[src/rtl/serial_adder_nbit_if.sv]
// Bus bundle for the bit-serial adder.
// Purpose : groups the start/operand request and the status/result response
//           of serial_adder_nbit so that a requester and the adder connect
//           through one port.
// Signals : start_in, a_in, b_in, cin_in          requester -> adder
//           ready_out, busy_out, done_out,
//           s_out, c_out                          adder -> requester
// Modports: master = requester side, slave = adder side.
interface serial_adder_nbit_if #(
  parameter int WIDTH = 8
);
  logic             start_in;
  logic [WIDTH-1:0] a_in;
  logic [WIDTH-1:0] b_in;
  logic             cin_in;
  logic             ready_out;
  logic             busy_out;
  logic             done_out;
  logic [WIDTH-1:0] s_out;
  logic             c_out;

  modport master (
    output start_in, a_in, b_in, cin_in,
    input  ready_out, busy_out, done_out, s_out, c_out
  );

  modport slave (
    input  start_in, a_in, b_in, cin_in,
    output ready_out, busy_out, done_out, s_out, c_out
  );
endinterface

[src/rtl/serial_adder_nbit.sv]
// Bit-serial WIDTH-bit adder, LSB first, one bit per clock.
// Purpose : {c_out,s_out} = a_in + b_in + cin_in computed over WIDTH SHIFT
//           cycles by a single full-adder cell (two half-adder cells plus an
//           OR of their carries) with a carry flip-flop between bits.
// Ports   : clk_in  rising-edge clock
//           rst_in  asynchronous active-high reset
//           bus     serial_adder_nbit_if.slave:
//                     start_in/a_in/b_in/cin_in  request, taken when ready_out=1
//                     ready_out  IDLE, busy_out  SHIFT, done_out  DONE (1 cycle)
//                     s_out/c_out result registers, updated on completion only
// Timing  : start taken at edge E -> done_out high in the cycle after E+WIDTH;
//           next start can be taken at E+WIDTH+2.

// 1-bit half-adder cell.
module serial_adder_half_cell (
  input  logic a,
  input  logic b,
  output logic s,
  output logic c
);
  assign s = a ^ b;
  assign c = a & b;
endmodule

module serial_adder_nbit #(
  parameter int WIDTH = 8
) (
  input  logic               clk_in,
  input  logic               rst_in,
  serial_adder_nbit_if.slave bus
);
  // One extra counter bit keeps WIDTH=1 legal ($clog2(1) is 0).
  localparam int             CW   = $clog2(WIDTH) + 1;
  localparam logic [CW-1:0]  LAST = CW'(WIDTH - 1);

  localparam logic [1:0] S_IDLE  = 2'd0;
  localparam logic [1:0] S_SHIFT = 2'd1;
  localparam logic [1:0] S_DONE  = 2'd2;

  logic [1:0]       state;
  logic [WIDTH-1:0] a_sh, b_sh, sum_sh, sum_nxt;
  logic [CW-1:0]    cnt;
  logic             carry;
  logic [WIDTH-1:0] s_q;
  logic             c_q;

  // Full-adder bit cell: ha0 adds the operand bits, ha1 folds in the carry.
  logic p, g, sum_bit, pc, carry_nxt;

  serial_adder_half_cell u_ha0 (.a(a_sh[0]), .b(b_sh[0]), .s(p),       .c(g));
  serial_adder_half_cell u_ha1 (.a(p),       .b(carry),   .s(sum_bit), .c(pc));

  // Both half-adder carries can never be 1 together, so OR is the majority.
  assign carry_nxt = g | pc;

  // New sum bit enters at the MSB; after WIDTH shifts bit 0 lands at LSB.
  always_comb begin
    sum_nxt            = sum_sh >> 1;
    sum_nxt[WIDTH-1]   = sum_bit;
  end

  always_ff @(posedge clk_in or posedge rst_in) begin
    if (rst_in) begin
      state  <= S_IDLE;
      a_sh   <= '0;
      b_sh   <= '0;
      sum_sh <= '0;
      cnt    <= '0;
      carry  <= 1'b0;
      s_q    <= '0;
      c_q    <= 1'b0;
    end else begin
      case (state)
        S_IDLE: begin
          if (bus.start_in) begin
            a_sh   <= bus.a_in;
            b_sh   <= bus.b_in;
            carry  <= bus.cin_in;
            sum_sh <= '0;
            cnt    <= '0;
            state  <= S_SHIFT;
          end
        end
        S_SHIFT: begin
          a_sh   <= a_sh >> 1;
          b_sh   <= b_sh >> 1;
          sum_sh <= sum_nxt;
          carry  <= carry_nxt;
          cnt    <= cnt + 1'b1;
          // Result registers load straight from the last bit's comb values,
          // so they are valid in the DONE cycle without an extra stage.
          if (cnt == LAST) begin
            s_q   <= sum_nxt;
            c_q   <= carry_nxt;
            state <= S_DONE;
          end
        end
        S_DONE:  state <= S_IDLE;
        default: state <= S_IDLE;
      endcase
    end
  end

  assign bus.ready_out = (state == S_IDLE);
  assign bus.busy_out  = (state == S_SHIFT);
  assign bus.done_out  = (state == S_DONE);
  assign bus.s_out     = s_q;
  assign bus.c_out     = c_q;
endmodule
[src/flat_wrapper.sv]
// flat-port wrapper written by rule: the top's interface ports become plain ports
module serial_adder_nbit_flat 
#(
  parameter int WIDTH = 8
)
  (clk_in, rst_in, bus_start_in, bus_a_in, bus_b_in, bus_cin_in, bus_ready_out, bus_busy_out, bus_done_out, bus_s_out, bus_c_out);
  serial_adder_nbit_if #(.WIDTH(WIDTH)) bus_i ();
  input  logic clk_in;
  input  logic rst_in;
  input wire logic [$bits(bus_i.start_in)-1:0] bus_start_in;
  input wire logic [$bits(bus_i.a_in)-1:0] bus_a_in;
  input wire logic [$bits(bus_i.b_in)-1:0] bus_b_in;
  input wire logic [$bits(bus_i.cin_in)-1:0] bus_cin_in;
  output wire logic [$bits(bus_i.ready_out)-1:0] bus_ready_out;
  output wire logic [$bits(bus_i.busy_out)-1:0] bus_busy_out;
  output wire logic [$bits(bus_i.done_out)-1:0] bus_done_out;
  output wire logic [$bits(bus_i.s_out)-1:0] bus_s_out;
  output wire logic [$bits(bus_i.c_out)-1:0] bus_c_out;
  assign bus_i.start_in = bus_start_in;
  assign bus_i.a_in = bus_a_in;
  assign bus_i.b_in = bus_b_in;
  assign bus_i.cin_in = bus_cin_in;
  assign bus_ready_out = bus_i.ready_out;
  assign bus_busy_out = bus_i.busy_out;
  assign bus_done_out = bus_i.done_out;
  assign bus_s_out = bus_i.s_out;
  assign bus_c_out = bus_i.c_out;
  serial_adder_nbit #(.WIDTH(WIDTH)) u_core (.clk_in(clk_in), .rst_in(rst_in), .bus(bus_i));
endmodule
[config.mk]
export PLATFORM = sky130hd
export DESIGN_NAME = serial_adder_nbit_flat
export DESIGN_NICKNAME = d
export VERILOG_FILES = /design/src/rtl/serial_adder_nbit_if.sv /design/src/rtl/serial_adder_nbit.sv /design/src/flat_wrapper.sv
export SDC_FILE = /design/constraint.sdc
export NUM_CORES = 1
export LEC_CHECK = 0
export ABC_AREA = 1
export CORE_MARGIN = 5
export CORE_UTILIZATION = 25
export DETAILED_ROUTE_END_ITERATION = 8
export PLACE_DENSITY = 0.52
export SYNTH_ARGS = -nofsm -noshare
export SYNTH_HDL_FRONTEND = slang
export SYNTH_SLANG_ARGS = --single-unit
export TNS_END_PERCENT = 5
[constraint.sdc]
create_clock -name clk_in -period 1.5 [get_ports clk_in]
set_input_delay 0.3 -clock clk_in [delete_from_list [all_inputs] [get_ports clk_in]]
set_output_delay 0.3 -clock clk_in [all_outputs]
set_load 0.02 [all_outputs]
* Word-level counts from Yosys, hierarchy flattened
Index checks and enable logic that the tools add are counted.
** Storage, ports and cells
- Register bits after elaboration :: 40
- Input port bits :: 20
- Output and inout bits :: 12
- Word-level logic and storage cells :: 37
** Operators by class
- $add $sub $neg :: 1
- Equal/unequal tests :: 5
- Muxes and demuxes :: 13
- Bitwise gates (word level) :: 5
- Reductions and logical operators :: 5
** Operators by type and width (number)
- case mux 8 bit (2 select lines) :: 3
- two-way mux 8 bit :: 3
- case mux 4 bit (2 select lines) :: 1
- AND reduction 2 bit :: 3
- adder 4 x 1 -> 4 bit, second input constant :: 1
- == test 4 x 3 -> 1 bit, second input constant :: 1
- two-way mux 2 bit :: 2
- two-way mux 4 bit :: 1
- case mux 2 bit (2 select lines) :: 1
- bitwise AND 1 bit :: 2
- == test 2 x 1 -> 1 bit, second input constant :: 1
- == test 2 bit, second input constant :: 1
- logical NOT 2 bit :: 1
- != test 2 x 1 -> 1 bit, second input constant :: 1
- != test 2 bit, second input constant :: 1
- case mux 1 bit (2 select lines) :: 1
- nonzero test 2 bit :: 1
- XOR 1 bit :: 2
- two-way mux 1 bit :: 1
- bitwise OR 1 bit :: 1

* Depth between registers and ports, before layout
- Depth after elaboration :: 4
- Mapped depth :: 6
- Depth with buffers taken out :: 6

* Modules after synthesis
Synthesis repeated with hierarchy kept, for this count alone.
** Unflattened totals
- Cell total of the unflattened synthesis :: 195
- Area total of the unflattened synthesis :: 1734.2 um2
** Modules (own cells, without submodules)
- serial_adder_nbit :: times used 1, cells each 193, area an instance 1709.1 um2, seq. area each 975.9 um2
- serial_adder_half_cell :: times used 2, cells each 1, area an instance 12.5 um2, seq. area each 0.0 um2

* Least setup slack after synthesis
No wires, ideal clock.
- Path kind :: reg2out
- From :: reg u_core.state[1]
- To :: out bus_busy_out
- Arrival time :: 0.859 ns
- Required time :: 1.200 ns
- Path slack :: 0.341 ns
- Stages on the path, launching flop included :: 5
- Path buffers :: 1
- Path through :: dfrtp_1 > inv_2 > nand2_2 > inv_2 > buf_2
** On the way
- Word-level cells in the longest chain between the ends :: 1
** Ends and longest elaborated chain
- from (decl) :: RTL line serial_adder_nbit.sv:40 : logic [1:0] state;
- from (signal assigned) :: RTL line serial_adder_nbit.sv:64 : state <= S_IDLE;
- from (signal assigned) :: RTL line serial_adder_nbit.sv:81 : state <= S_SHIFT;
- from (signal assigned) :: RTL line serial_adder_nbit.sv:95 : state <= S_DONE;
- == test 2 x 1 -> 1 bit :: RTL line serial_adder_nbit.sv:105 : assign bus.busy_out = (state == S_SHIFT);
- to (decl) :: RTL line flat_wrapper.sv:15 : output wire logic [$bits(bus_i.busy_out)-1:0] bus_busy_out;
Every way passes these cells.

* Worst setup path in the final report
- From :: reg u_core.state[0]
- To :: out bus_done_out
** On the way
- Word-level cells in the longest chain between the ends :: 1
** Ends and longest elaborated chain
- == test 2 bit :: RTL line serial_adder_nbit.sv:106 : assign bus.done_out = (state == S_DONE);
- to (decl) :: RTL line flat_wrapper.sv:16 : output wire logic [$bits(bus_i.done_out)-1:0] bus_done_out;
Every way passes these cells.

==> impl_summary.log <==
INFO  metric first_pass_iters = 4
INFO  metric total_vias_in_the_final_route = approximately 1400
INFO  metric yosys_register_bits = 39
INFO  metric first_global_vias = ~1400
INFO  metric postPlaceCellArea = 0.00212 mm²
INFO  metric power.ir.vdd_worst = between 0.5 and 0.6 mV
INFO  metric io-pin-count = 32
INFO  metric drt-vias-per-instance = about 4.6
INFO  metric stdcell_area = around 0.0022 mm²
INFO  metric layout_area_overhead = 30.1%
INFO  metric finalSetupViolCount = 0
INFO  metric synth_top_area_share = a little under three fifths
INFO  metric grt_pass1_wl = just under 7 mm
INFO  metric final_max_slew_viol_count = 0
INFO  metric path_delay_family = flip-flops
INFO  metric cellPowerDensity = between 1500 and 2000 mW/mm²
INFO  metric worst_path_max_delay_cell = dfrtp_1
INFO  metric post-layout-total-power = roughly 4.2 mW
INFO  metric synthDistinctLibCells = 21
INFO  metric yosys_warnings = 0
INFO  metric start_kind = flip-flop
INFO  metric num-fill-cells = 701
INFO  metric htree_num_levels = 2
INFO  metric max_stage_delay = between 0.4 and 0.5 ns
INFO  metric cts-hold-fix-buffers = 0
INFO  metric port-buffer-count = 31
INFO  metric max-slew-margin-rel = between 70% and 80%
INFO  metric worst_margin_slew = about 0.33 ns
INFO  metric floorplan.die.height = slightly above 90 µm
INFO  metric drt-initial-drc-count = about 110
INFO  metric setup_total_negative_slack = 0 ns
INFO  metric global_route.overflow_total = 0
INFO  metric num_rows = 30
INFO  metric nNetsFinal = roughly 250
INFO  metric synthesis.area = around 0.0017 mm²
INFO  metric clkTransAtPathRegs = about 0.080 ns
INFO  metric rsz0062_at_grt = no
INFO  metric timing.critical_path.required = approximately 1.2 ns
INFO  metric drt_wl_total = 3.87 mm
INFO  metric crit_fanout = 3
INFO  metric die_area = about 0.0086 mm²
INFO  metric drcViolationCount = 0
INFO  metric buffer_type_at_the_clock_tree_root = clkbuf_8
INFO  metric synthesis.area_per_instance = just under 9 µm²
INFO  metric place.gp.congestion = about 0.8
INFO  metric cts_tree = yes
INFO  metric clock_sinks = 39
INFO  metric post-route-period-util = between 90% and 100%
INFO  metric crit_buf_inv = 1
INFO  metric final_hold_viol_count = 0
INFO  metric crit_path_end_kind = output pin
INFO  metric fmaxAchievable = around 0.71 GHz
INFO  metric grt.total_usage = 9.85%
INFO  metric setup.worst_path.class = flip-flop to output pin
INFO  metric minimum_period_implied_by_the_final_worst_setup_slack = 1.41 ns
INFO  metric drtAntennaViolNets = 0
INFO  metric cts_max_path_buffers = 2
INFO  metric antenna_cells = 0
INFO  metric wl_per_cell = 12.6 µm
INFO  metric cts_buffers = 5
INFO  metric register_area_share_after_synthesis = roughly 57%
INFO  metric crit_chain = nor2_2 > clkdlybuf4s15_2
INFO  metric floorplan.die.width = ~92 µm
INFO  metric critPathArrivalTime = 1.11 ns
INFO  metric number_of_antenna_violations_at_the_first_check_in_global_routing = 0
INFO  metric synthDominantAreaCellType = dfrtp_1
INFO  metric worstHoldPathType = input pin to async pin
INFO  metric hpwl = ~2.6 mm
INFO  metric post_cts.repair.setup_buffers = 0
INFO  metric run_status = complete, no violations
INFO  metric grt_start_max_net_pins = 40
INFO  metric finClkSkew = a little over 0.009 ns
INFO  metric core = 0.00672 mm²
INFO  metric netlist_top_cells_area = dfrtp_1, nand3_1, nand2_1
INFO  metric start_util = between 20 and 30%
INFO  metric maxCapViolations = 0
INFO  metric post_cts.resized_instances = 17
INFO  metric synth.net_count = roughly 210
INFO  metric post_synth_inst_count = 191
INFO  metric tightest_hold_margin = roughly 0.36 ns
INFO  metric clock_insertion_delay_worst_skew = 0.29 ns
INFO  metric post_route_cells_drive_above_1_share = roughly 12%
INFO  metric ff2ff_setup_slack = around 0.20 ns
INFO  metric p_leak = 1.07 nW
## Yosys cell counts (all sizes together)
cell type,instances
o22ai,5
clkbuf,1
nand2,58
ha,1
o21ai,4
nand3,54
nor2,7
dfrtp,39
fa,1
nand4,1
inv,10
a21oi,1
buf,9
## metrics by stage
step / util (%) / setup WS (ns) / instances
floorplan: - / 0.311 / 191
global placement: 31.6 / 0.00739 / 300
detailed placement: 31.6 / 0.0109 / 300
CTS: 33.0 / 0.0229 / 308
global route: 32.9 / 0.0294 / 308
finish: 32.9 / 0.0867 / 308
## cells by family after synthesis
group,count (synthesis),share of synthesized area (%)
flip-flops,39,57.4
buffers and inverters,20,5.74
adder cells (fa/ha/maj),2,1.91
AND/OR/NAND/NOR,120,31.6
AO/OA/AOI/OAI,10,3.31
## flip-flops by register name (all words and copies together), names as in the netlist
signal / cells
u_core.sum_sh: 7
u_core.a_sh: 8
u_core.state: 2
u_core.carry: 1
u_core.bus.c_out: 1
u_core.b_sh: 8
u_core.cnt: 4
u_core.bus.s_out: 8
## power by group
group | switching (mW) | internal, mW
registers | 0.270 | 1.49
logic | 1.01 | 0.630
clock network | 0.378 | 0.419
total | 1.66 | 2.54
## placed cells by master, fill, tap and decap left out, types with 4 or more instances in the layout
cell             Yosys  routed
nor2_1               5       4
clkbuf_8             0       7
inv_1                8       8
nand3_1             54      54
o22ai_1              5       5
buf_4                2       7
clkdlybuf4s50_1      0      19
dlygate4sd2_1        0       9
dfrtp_1             39      39
nand2_2              3       4
nand2_1             55      54
## per-layer routing
metal	up-vias	GRT usage, %	share of wire, %
met2	34	15.0	45
met4	0	3.71	1.4
met3	5	2.52	5.1
li1	703	-	-
met5	-	0	0
met1	663	13.4	49
## final timing paths
kind | startpoint | depth (start not counted) | end
setup / recovery | u_core.state[0]$_DFFE_PP0P_ | 2 | bus_done_out
hold / removal | rst_in | 3 | u_core.b_sh[1]$_DFFE_PP0P_
setup reg to reg | u_core.cnt[0]$_DFFE_PP0P_ | 6 | u_core.bus.s_out[2]$_DFFE_PP0P_
hold reg to reg | u_core.sum_sh[7]$_DFFE_PP0P_ | 2 | u_core.bus.s_out[6]$_DFFE_PP0P_
max in group asynchronous | rst_in | 3 | u_core.cnt[3]$_DFFE_PP0P_
min in group clk_in | u_core.sum_sh[7]$_DFFE_PP0P_ | 2 | u_core.bus.s_out[6]$_DFFE_PP0P_
## cell type report
| cell class | instances | area [µm²] | share of cell area (%) |
|---|---|---|---|
| flip-flops and latches | 39 | 976 | 44.1 |
| clock inverters | 1 | 7.51 | 0.339 |
| well taps | 80 | 100 | 4.52 |
| clock buffers | 7 | 96.3 | 4.36 |
| inverters | 10 | 37.5 | 1.70 |
| repair buffers | 39 | 363 | 16.4 |
| multi-input cells | 132 | 632 | 28.6 |
## worst reg2reg max path: stages (launching register included)
cell and delay [ns]:
dfrtp_1 0.44, ha_1 0.22, nand2_1 0.08, nor2_1 0.13
nand2_2 0.17, nand2_1 0.10, nand2_1 0.05
Note: power is estimated with default switching activity, not from simulation.
